$ cat src/rtl/soc_periph_arb_pkg.sv
// Shared types and SoC address map for the peripheral arbiter.
package soc_periph_arb_pkg;

    typedef enum logic [1:0] {
        ST_IDLE,
        ST_REQ,
        ST_RESP,
        ST_ERR
    } arb_state_e;

    typedef enum logic [3:0] {
        PERIPH_DRAM  = 4'd0,
        PERIPH_GPIO  = 4'd1,
        PERIPH_ETH   = 4'd2,
        PERIPH_SPI   = 4'd3,
        PERIPH_TIMER = 4'd4,
        PERIPH_UART  = 4'd5,
        PERIPH_PLIC  = 4'd6,
        PERIPH_CLINT = 4'd7,
        PERIPH_ROM   = 4'd8,
        PERIPH_DEBUG = 4'd9
    } periph_e;

    localparam int unsigned NumPeriph = 10;

    // Indexed by periph_e value.
    localparam logic [63:0] PeriphBase [NumPeriph] = '{
        64'h0000_0000_8000_0000,
        64'h0000_0000_0010_0000,
        64'h0000_0000_3000_0000,
        64'h0000_0000_2000_0000,
        64'h0000_0000_1800_0000,
        64'h0000_0000_1000_0000,
        64'h0000_0000_0C00_0000,
        64'h0000_0000_0200_0000,
        64'h0000_0000_0001_0000,
        64'h0000_0000_0000_0000
    };

    localparam logic [63:0] PeriphLen [NumPeriph] = '{
        64'h0000_0000_4000_0000,
        64'h0000_0000_0001_0000,
        64'h0000_0000_0001_0000,
        64'h0000_0000_0080_0000,
        64'h0000_0000_0000_1000,
        64'h0000_0000_0000_1000,
        64'h0000_0000_03FF_FFFF,
        64'h0000_0000_000C_0000,
        64'h0000_0000_0001_0000,
        64'h0000_0000_0000_1000
    };

endpackage

$ cat src/rtl/soc_periph_addr_decode.sv
// Combinational SoC address decoder: maps an address to a peripheral index.
module soc_periph_addr_decode
    import soc_periph_arb_pkg::*;
#(
    parameter int unsigned AddrWidth = 64
) (
    input  logic [AddrWidth-1:0] addr_i,
    output periph_e              index_o,
    output logic                 hit_o
);

    localparam int unsigned ExtW = (AddrWidth > 64) ? AddrWidth : 64;

    logic [ExtW-1:0] addr_ext;
    logic [ExtW-1:0] offset;

    // Offset compare avoids computing base+length, which could wrap.
    always_comb begin
        addr_ext = ExtW'(addr_i);
        offset   = '0;
        index_o  = PERIPH_DRAM;
        hit_o    = 1'b0;
        for (int unsigned i = 0; i < NumPeriph; i++) begin
            offset = addr_ext - ExtW'(PeriphBase[i]);
            if (!hit_o && (addr_ext >= ExtW'(PeriphBase[i])) && (offset < ExtW'(PeriphLen[i]))) begin
                hit_o   = 1'b1;
                index_o = periph_e'(i[3:0]);
            end
        end
    end

endmodule

$ cat src/rtl/soc_periph_arbiter.sv
// Round-robin N-master to single-slave peripheral arbiter with SoC address decode.
// Optional RESP watchdog enabled by defining SOC_PERIPH_ARB_TIMEOUT_EN.
module soc_periph_arbiter
    import soc_periph_arb_pkg::*;
#(
    parameter int unsigned NrMasters     = 2,
    parameter int unsigned AddrWidth     = 64,
    parameter int unsigned DataWidth     = 64,
    parameter int unsigned TimeoutCycles = 255
) (
    input  logic                                 clk_i,
    input  logic                                 rst_i,
    input  logic [NrMasters-1:0]                 req_i,
    input  logic [NrMasters-1:0][AddrWidth-1:0]  addr_i,
    input  logic [NrMasters-1:0]                 we_i,
    input  logic [NrMasters-1:0][DataWidth-1:0]  wdata_i,
    output logic [NrMasters-1:0]                 gnt_o,
    output logic [NrMasters-1:0]                 rvalid_o,
    output logic [DataWidth-1:0]                 rdata_o,
    output logic                                 err_o,
    output logic                                 slv_req_o,
    output logic [3:0]                           slv_sel_o,
    output logic [AddrWidth-1:0]                 slv_addr_o,
    output logic                                 slv_we_o,
    output logic [DataWidth-1:0]                 slv_wdata_o,
    input  logic                                 slv_gnt_i,
    input  logic                                 slv_rvalid_i,
    input  logic [DataWidth-1:0]                 slv_rdata_i,
    input  logic                                 slv_err_i
);

    localparam int unsigned IdxW = $clog2(NrMasters);

    if (NrMasters < 2 || TimeoutCycles < 1) begin : g_bad_params
        $error("soc_periph_arbiter: NrMasters must be >= 2 and TimeoutCycles >= 1");
    end

    arb_state_e           state_q, state_d;
    logic [IdxW-1:0]      ptr_q, ptr_d;
    logic [IdxW-1:0]      owner_q, owner_d;
    logic [AddrWidth-1:0] addr_q, addr_d;
    logic                 we_q, we_d;
    logic [DataWidth-1:0] wdata_q, wdata_d;
    periph_e              sel_q, sel_d;

`ifdef SOC_PERIPH_ARB_TIMEOUT_EN
    localparam int unsigned CntW = $clog2(TimeoutCycles + 1);
    logic [CntW-1:0] cnt_q, cnt_d;
`endif

    logic            win_valid;
    logic [IdxW-1:0] win_idx;
    int unsigned     cand;
    periph_e         dec_idx;
    logic            dec_hit;

    always_comb begin
        win_valid = 1'b0;
        win_idx   = '0;
        cand      = 0;
        for (int unsigned i = 0; i < NrMasters; i++) begin
            cand = (32'(ptr_q) + i) % NrMasters;
            if (!win_valid && req_i[cand]) begin
                win_valid = 1'b1;
                win_idx   = IdxW'(cand);
            end
        end
    end

    soc_periph_addr_decode #(
        .AddrWidth (AddrWidth)
    ) u_decode (
        .addr_i  (addr_i[win_idx]),
        .index_o (dec_idx),
        .hit_o   (dec_hit)
    );

    always_comb begin
        state_d   = state_q;
        ptr_d     = ptr_q;
        owner_d   = owner_q;
        addr_d    = addr_q;
        we_d      = we_q;
        wdata_d   = wdata_q;
        sel_d     = sel_q;
`ifdef SOC_PERIPH_ARB_TIMEOUT_EN
        cnt_d     = cnt_q;
`endif
        gnt_o     = '0;
        rvalid_o  = '0;
        rdata_o   = '0;
        err_o     = 1'b0;
        slv_req_o = 1'b0;

        case (state_q)
            ST_IDLE: begin
                // Grant is suppressed while reset is held so every output reads 0.
                if (win_valid && !rst_i) begin
                    gnt_o[win_idx] = 1'b1;
                    ptr_d   = (32'(win_idx) == NrMasters - 1) ? '0 : win_idx + 1'b1;
                    owner_d = win_idx;
                    addr_d  = addr_i[win_idx];
                    we_d    = we_i[win_idx];
                    wdata_d = wdata_i[win_idx];
                    sel_d   = dec_hit ? dec_idx : PERIPH_DRAM;
                    state_d = dec_hit ? ST_REQ : ST_ERR;
                end
            end
            ST_REQ: begin
                slv_req_o = 1'b1;
                if (slv_gnt_i) begin
                    state_d = ST_RESP;
`ifdef SOC_PERIPH_ARB_TIMEOUT_EN
                    cnt_d   = '0;
`endif
                end
            end
            ST_RESP: begin
                if (slv_rvalid_i) begin
                    rvalid_o[owner_q] = 1'b1;
                    rdata_o           = slv_rdata_i;
                    err_o             = slv_err_i;
                    state_d           = ST_IDLE;
                end
`ifdef SOC_PERIPH_ARB_TIMEOUT_EN
                else if (cnt_q == CntW'(TimeoutCycles)) begin
                    rvalid_o[owner_q] = 1'b1;
                    err_o             = 1'b1;
                    state_d           = ST_IDLE;
                end else begin
                    cnt_d = cnt_q + 1'b1;
                end
`endif
            end
            ST_ERR: begin
                rvalid_o[owner_q] = 1'b1;
                err_o             = 1'b1;
                state_d           = ST_IDLE;
            end
            default: state_d = ST_IDLE;
        endcase
    end

    always_ff @(posedge clk_i or posedge rst_i) begin
        if (rst_i) begin
            state_q <= ST_IDLE;
            ptr_q   <= '0;
            owner_q <= '0;
            addr_q  <= '0;
            we_q    <= 1'b0;
            wdata_q <= '0;
            sel_q   <= PERIPH_DRAM;
`ifdef SOC_PERIPH_ARB_TIMEOUT_EN
            cnt_q   <= '0;
`endif
        end else begin
            state_q <= state_d;
            ptr_q   <= ptr_d;
            owner_q <= owner_d;
            addr_q  <= addr_d;
            we_q    <= we_d;
            wdata_q <= wdata_d;
            sel_q   <= sel_d;
`ifdef SOC_PERIPH_ARB_TIMEOUT_EN
            cnt_q   <= cnt_d;
`endif
        end
    end

    assign slv_sel_o   = sel_q;
    assign slv_addr_o  = addr_q;
    assign slv_we_o    = we_q;
    assign slv_wdata_o = wdata_q;

endmodule

$ cat config.mk
export PLATFORM = sky130hd
export DESIGN_NAME = soc_periph_arbiter
export DESIGN_NICKNAME = d
export VERILOG_FILES = /design/src/rtl/soc_periph_arb_pkg.sv /design/src/rtl/soc_periph_addr_decode.sv /design/src/rtl/soc_periph_arbiter.sv
export SDC_FILE = /design/constraint.sdc
export NUM_CORES = 1
export LEC_CHECK = 0
export BUFFER_PORTS_ARGS = -buffer_cell sky130_fd_sc_hd__buf_2
export CORE_AREA = 8 8 203 205
export CTS_CLUSTER_DIAMETER = 120
export DETAILED_ROUTE_END_ITERATION = 12
export DIE_AREA = 0 0 211 213
export PLACE_DENSITY = 0.71
export SLEW_MARGIN = 20
export SYNTH_ARGS = -nofsm -noshare
export SYNTH_HDL_FRONTEND = slang
export SYNTH_SLANG_ARGS = --single-unit
$ cat constraint.sdc
create_clock -name clk_i -period 6.5 [get_ports clk_i]
set_input_delay 1.3 -clock clk_i [delete_from_list [all_inputs] [get_ports clk_i]]
set_output_delay 1.3 -clock clk_i [all_outputs]
set_load 0.03 [all_outputs]
Yosys cells after proc, flatten, opt, wreduce, memory -nomap -nowiden
Cells that the tools add are included.

Logic and storage cells: 140. Output and inout bits: 203. Bits of input ports: 329. Register bits after elaboration: 137.

Muxes and demuxes: 53. Add/subtract/negate cells: 11. Reductions and logical operators: 37. $lt $le $gt $ge: 26. Eq/ne operators: 6.

Operators with widths (number): 2-to-1 mux 64 bit (6); less-than comparator 64 x 13 -> 1 bit, second input constant (3); less-than comparator 64 x 17 -> 1 bit, second input constant (3); >= comparator 64 x 29 -> 1 bit, second input constant (2); >= comparator 64 x 30 -> 1 bit, second input constant (2); subtractor 64 x 29 -> 64 bit, second input constant (2); subtractor 64 x 30 -> 64 bit, second input constant (2); >= comparator 64 x 1 -> 1 bit, second input constant (1); >= comparator 64 x 17 -> 1 bit, second input constant (1); >= comparator 64 x 21 -> 1 bit, second input constant (1); >= comparator 64 x 26 -> 1 bit, second input constant (1); >= comparator 64 x 28 -> 1 bit, second input constant (1); >= comparator 64 x 32 -> 1 bit, second input constant (1); less-than comparator 64 x 20 -> 1 bit, second input constant (1); less-than comparator 64 x 24 -> 1 bit, second input constant (1); less-than comparator 64 x 26 -> 1 bit, second input constant (1); less-than comparator 64 x 31 -> 1 bit, second input constant (1); subtractor 64 x 17 -> 64 bit, second input constant (1); subtractor 64 x 21 -> 64 bit, second input constant (1); subtractor 64 x 26 -> 64 bit, second input constant (1); subtractor 64 x 28 -> 64 bit, second input constant (1); subtractor 64 x 32 -> 64 bit, second input constant (1); 2-to-1 mux 1 bit (26); logical AND 1 bit (23); 17 further kinds (49).

Longest topological paths before layout
Depth in word-level cells: 51. Mapped depth: 20.

Cells and area by module
A second synthesis with hierarchy kept.

Cell total of the unflattened synthesis: 1712. Area total of the unflattened synthesis: 12921.1 µm².

By module, submodules not included: soc_periph_arbiter (area each 8210.4 µm², cells each 945, times used 1); soc_periph_addr_decode (area each 4710.8 µm², cells each 767, times used 1).

Worst setup path after synthesis
Ideal clock, no wire load.

Path kind: input -> register. From: in req_i[0]. To: reg state_q[1]. Path slack: 0.754 ns. Cell stages on the path: 19. Setup time: 0.129 ns. Arrival: 5.616 ns. Path buffers: 5. Cell sequence: and2b_1 -> nor2_1 -> clkbuf_1 -> clkbuf_1 -> buf_1 -> buf_1 -> mux2i_1 -> ha_1 -> nand2b_1 -> clkbuf_1 -> nand2_1 -> a221oi_2 -> o21ai_0 -> nand2b_1 -> xnor2_1 -> or4b_1 -> or4_1 -> o21ai_1 -> o31ai_1.

Word-level cells in the longest chain between the ends: 51. Elaborated cells between the ends (all ways): 85.

Ends and longest elaborated chain: start, declared (line soc_periph_arbiter.sv:13) `input logic [NrMasters-1:0] req_i,`; 2-to-1 mux 1 bit (implied by the code) (2 in a row) (line soc_periph_arbiter.sv:63) `if (!win_valid && req_i[cand]) begin`; 2-to-1 mux 1 bit (line soc_periph_arbiter.sv:63); zero test 1 bit (line soc_periph_arbiter.sv:63); logical AND 1 bit (line soc_periph_arbiter.sv:63); 2-to-1 mux 1 bit (line soc_periph_arbiter.sv:63); 2-to-1 mux 64 bit (implied by the code) (2 in a row) (line soc_periph_arbiter.sv:73) `.addr_i (addr_i[win_idx]),`; subtractor 64 x 32 -> 64 bit (line soc_periph_addr_decode.sv:24) `offset = addr_ext - ExtW'(PeriphBase[i]);`; less-than comparator 64 x 31 -> 1 bit (line soc_periph_addr_decode.sv:25) `if (!hit_o && (addr_ext >= ExtW'(PeriphBase[i])) && (offset < ExtW'(PeriphLen[i]))) begin`; [... 31 more ...]; logical AND 1 bit (2 in a row) (line soc_periph_addr_decode.sv:25); 2-to-1 mux 1 bit (line soc_periph_addr_decode.sv:25); zero test 1 bit (line soc_periph_addr_decode.sv:25); logical AND 1 bit (2 in a row) (line soc_periph_addr_decode.sv:25); 2-to-1 mux 1 bit (line soc_periph_addr_decode.sv:25); 2-to-1 mux 2 bit (line soc_periph_arbiter.sv:106) `state_d = dec_hit ? ST_REQ : ST_ERR;`; 2-to-1 mux 2 bit (line soc_periph_arbiter.sv:98) `if (win_valid && !rst_i) begin`; case mux 2 bit (4 select lines) (line soc_periph_arbiter.sv:95) `case (state_q)`; end signal, assigned (line soc_periph_arbiter.sv:157) `state_q <= state_d;`; end, declared (line soc_periph_arbiter.sv:38) `arb_state_e state_q, state_d;`.

Parallel ways exist; a longest one is shown, timed or not. The select of a mux whose other input is x is not followed. A chain may end at the register's enable or synchronous reset.

Worst setup path in the final report
From: in req_i[1]. To: reg sel_q[3], in the netlist slv_sel_o[3].

Word-level cells in the longest chain between the ends: 49. Elaborated cells between the ends (all ways): 84.

Ends and longest elaborated chain: 2-to-1 mux 1 bit (implied by the code) (2 in a row) (line soc_periph_arbiter.sv:63); 2-to-1 mux 1 bit (line soc_periph_arbiter.sv:63); zero test 1 bit (line soc_periph_arbiter.sv:63); logical AND 1 bit (line soc_periph_arbiter.sv:63); 2-to-1 mux 1 bit (line soc_periph_arbiter.sv:63); 2-to-1 mux 64 bit (implied by the code) (2 in a row) (line soc_periph_arbiter.sv:73); subtractor 64 x 32 -> 64 bit (line soc_periph_addr_decode.sv:24); less-than comparator 64 x 31 -> 1 bit (line soc_periph_addr_decode.sv:25); [... 29 more ...]; 2-to-1 mux 1 bit (line soc_periph_addr_decode.sv:25); zero test 1 bit (line soc_periph_addr_decode.sv:25); logical AND 1 bit (2 in a row) (line soc_periph_addr_decode.sv:25); 2-to-1 mux 1 bit (line soc_periph_addr_decode.sv:25); zero test 1 bit (line soc_periph_addr_decode.sv:25); logical AND 1 bit (2 in a row) (line soc_periph_addr_decode.sv:25); 2-to-1 mux 4 bit or 2-to-1 mux 1 bit (tied branches) (line soc_periph_addr_decode.sv:25); 2-to-1 mux 4 bit (line soc_periph_arbiter.sv:105) `sel_d = dec_hit ? dec_idx : PERIPH_DRAM;`; end signal, assigned (line soc_periph_arbiter.sv:163) `sel_q <= sel_d;`; end, declared (line soc_periph_arbiter.sv:44) `periph_e sel_q, sel_d;`.

Parallel ways exist; a longest one is shown, timed or not. The select of a mux whose other input is x is not followed.

==> results.txt <==
Slew Limit Headroom: 20.93%
Initial antenna violation count: 16
Mapped Cells: 1969
CP most frequent cell: o21ai_1
Commonest non-fill, non-tap cells in the layout: 531 x buf_2, 334 x nand2_1, 211 x nor2_1, 137 x dfrtp_1, 118 x a31oi_1
Die width: 211 µm
Post_cts resized: 0
Fill cell count: 3953
Commonest non-fill, non-tap cell in the layout: buf_2
Final setup viols: 0
Slowest stage delay, CP: 770 ps
Synth Area per Inst: 7.083 µm²
Ys Warns: 0
Critical path launch point: req_i[1]
Initial Util: 36.60%
Top-area cell type share of the netlist area: 24.58%
Clock buffer depth: 2
Top cells by area, synth: dfrtp_1 25%, nand2_1 9.0%, nor2_1 5.7%
Leak Pwr: 7.779 nW
# IOs: 532
Worst Max-Slew Pin Slew: 1163 ps
#FFs+latches synth: 137
Via count: 20.08k
Die ar.: 0.04494 mm²
FP Rows: 72
CP Capture Type: flip-flop
Clock Latency Late Sink: 440 ps
Largest net degree at the start of global routing: 150
Post-route minimum period: 6034 ps
Clk sinks: 137
Clock root buffer: clkbuf_16
Die height: 213 µm
FFs w/ async S/R, synth: 100.0%
Avg WL per Cell: 34.46 µm
Final period utilization: 92.83%
Worst-path clk slew: 70 ps
DR DRC count: 0
Buf/Inv on CP: 4
Final slew viol count: 0
Top_reg_cell synth: dfrtp_1
Router iterations before antenna repair: 6
Power density cells: 346.3 mW/mm²
Worst path cell trace: buf_2, inv_2, o21ai_1, nand2_1, clkinv_1, ha_1, buf_4, nor3b_1, o21ai_1, o22ai_1, and2_0, xnor2_1, nor4_1, nand4_1, o21a_1, and3_1, a22o_1
Critical path arrival: 6370 ps
Design Area, Final: 0.01810 mm²
Area grow syn2layout: 29.78%
Synthesized cell area: 0.01395 mm²
CTS tree: built
Drt via density: 6.663
Delay-heaviest family, CP: simple AND/OR/NAND/NOR gates
IO buf count: 531
Clk_skew: 15.47 ps
Nets: 2805
Slowest library cell on the worst path: o22ai_1
TNS Setup: 0 ps
Cell variety after synth: 91
Synth Net Count: 2303
Tightest Hold Check Type: reg2reg
Overflow after GRT: 0
Outcome: finished clean
Cts hold-fix bufs: 0
Placer congestion estimate: 1.142
Iter 0 DRT Violations: 3478
Worst Path Class, Setup: in2reg
Placed cell area: 0.01748 mm²
DRT antenna net count: 0
RSZ-0062 raised after global routing: no
Max Freq: 165.7 MHz
Area leader, netlist: dfrtp_1
Reg2reg start: ptr_q
Data required time at the worst endpoint: 6830 ps
Core Box Area: 0.03811 mm²
Worst vdd rail ir drop: 0.0001844 V
Max_cap viols: 0
Post-DP HPWL: 83.13 mm
Total wire length: 103.9 mm
Final hold viol count: 0
Total track usage: 44.32%
H-tree levels: 4
Fraction of layout cells with a size suffix above 1: 28.86%
Startpoint Class: input pin
First-pass GRT wire length: 142.0 mm
Postcts setup bufs: 0
Min-delay src: slv_addr_o[56]
Seq/Total Area, Yosys: 24.58%
CP Max Fanout: 17
Vias in the first global route: 18.70k
EDFF count, synth: 0
CTS Buf Count: 17
[sequential cells by signal, indices dropped and copies added (netlist names)]
signal and count:
slv_addr_o 64, slv_we_o 1, slv_sel_o 4, state_q 2, ptr_q 1, owner_q 1, slv_wdata_o 64
[final timing paths]
kind | end | slack, ps | depth (start not counted)
worst max-delay path | slv_sel_o[3] | 470 | 17
worst min-delay path | slv_addr_o[56] | 480 | 2
worst max register to register | slv_sel_o[3] | 930 | 17
worst min register to register | slv_addr_o[56] | 480 | 2
max in group asynchronous | slv_addr_o[56] | 4320 | 3
min in group asynchronous | owner_q | 1050 | 2
[synthesized netlist by cell type, types with 7 or more instances]
master and n:
o21a_1 7, xnor2_1 74, buf_2 21, nand2b_1 13, a31oi_1 118, dfrtp_1 137
or3_1 18, o31ai_1 13, nor4_1 34, a21boi_0 9, nand3_1 70, nor3_1 66
o21ai_1 33, mux2i_1 36, o32ai_1 7, clkbuf_1 106, nor2_1 212, o211ai_1 18
o2111ai_1 20, or4_1 26, and2_1 78, nand4_1 62, nor3b_1 8, nand2_1 334
o21ai_0 84, a211oi_1 16, xor2_1 18, a2111oi_0 15, a21oi_1 65, a21o_1 17
inv_1 9, and3_1 25, o22ai_1 11, mux2_2 17, and4_1 14, buf_1 12
[worst register-to-register path, delay by kind of cell (launching register included)]
kind	cells	cell delay [ps]
adders and majority gates	1	190
buffers and inverters	3	580
AOI/OAI and AO/OA	4	1490
and+or+nand+nor	8	2620
DFF	1	440
xor gates and xnor gates	1	140
[stage by stage]
step	hold slack (ps)	util (%)	cells	setup WS (ps)	total power, mW
finish	480.2	47.50	3014	465.8	6.269
global route	510.5	47.47	3009	415.8	6.485
CTS	483.4	47.41	3002	825.9	6.169
detailed placement	469.5	45.86	2970	396.9	5.148
global placement	458.4	45.84	2970	539.3	5.111
floorplan	465.8	-	1969	754.3	3.635
[layout make-up]
cell class	count	area, µm²	share of cell area (%)
inverters	15	61.31	0.3387
flip-flops and latches	137	3428	18.94
repair buffers	626	3408	18.83
multi-input cells	1674	9937	54.90
well taps	518	648.1	3.581
diodes	12	30.03	0.1659
clock buffers	18	439.2	2.426
clock inverters	14	148.9	0.8226
[kinds of logic after synthesis]
group	Yosys count	synth area share (%)
buf+inv	158	4.575
flops	137	24.58
compound gates	511	24.59
fa+ha+maj	5	0.4486
simple gates	1012	35.97
mux	54	4.055
xor+xnor	92	5.777
[power by group]
part / internal (mW) / switching (mW) / leakage [nW]
logic: 0.985 / 2.69 / 5.90
clock network: 0.556 / 0.471 / 0.291
registers: 1.25 / 0.312 / 1.59
[layer usage]
layer	wire length (µm)	vias to the layer above	global-route usage [%]
met5	148	-	2.111
met4	6859	6	23.48
met3	15390	385	17.32
met2	43210	1813	65.30
met1	38270	9561	55.11
li1	-	8316	-
Note: power is estimated with default switching activity, not from simulation.
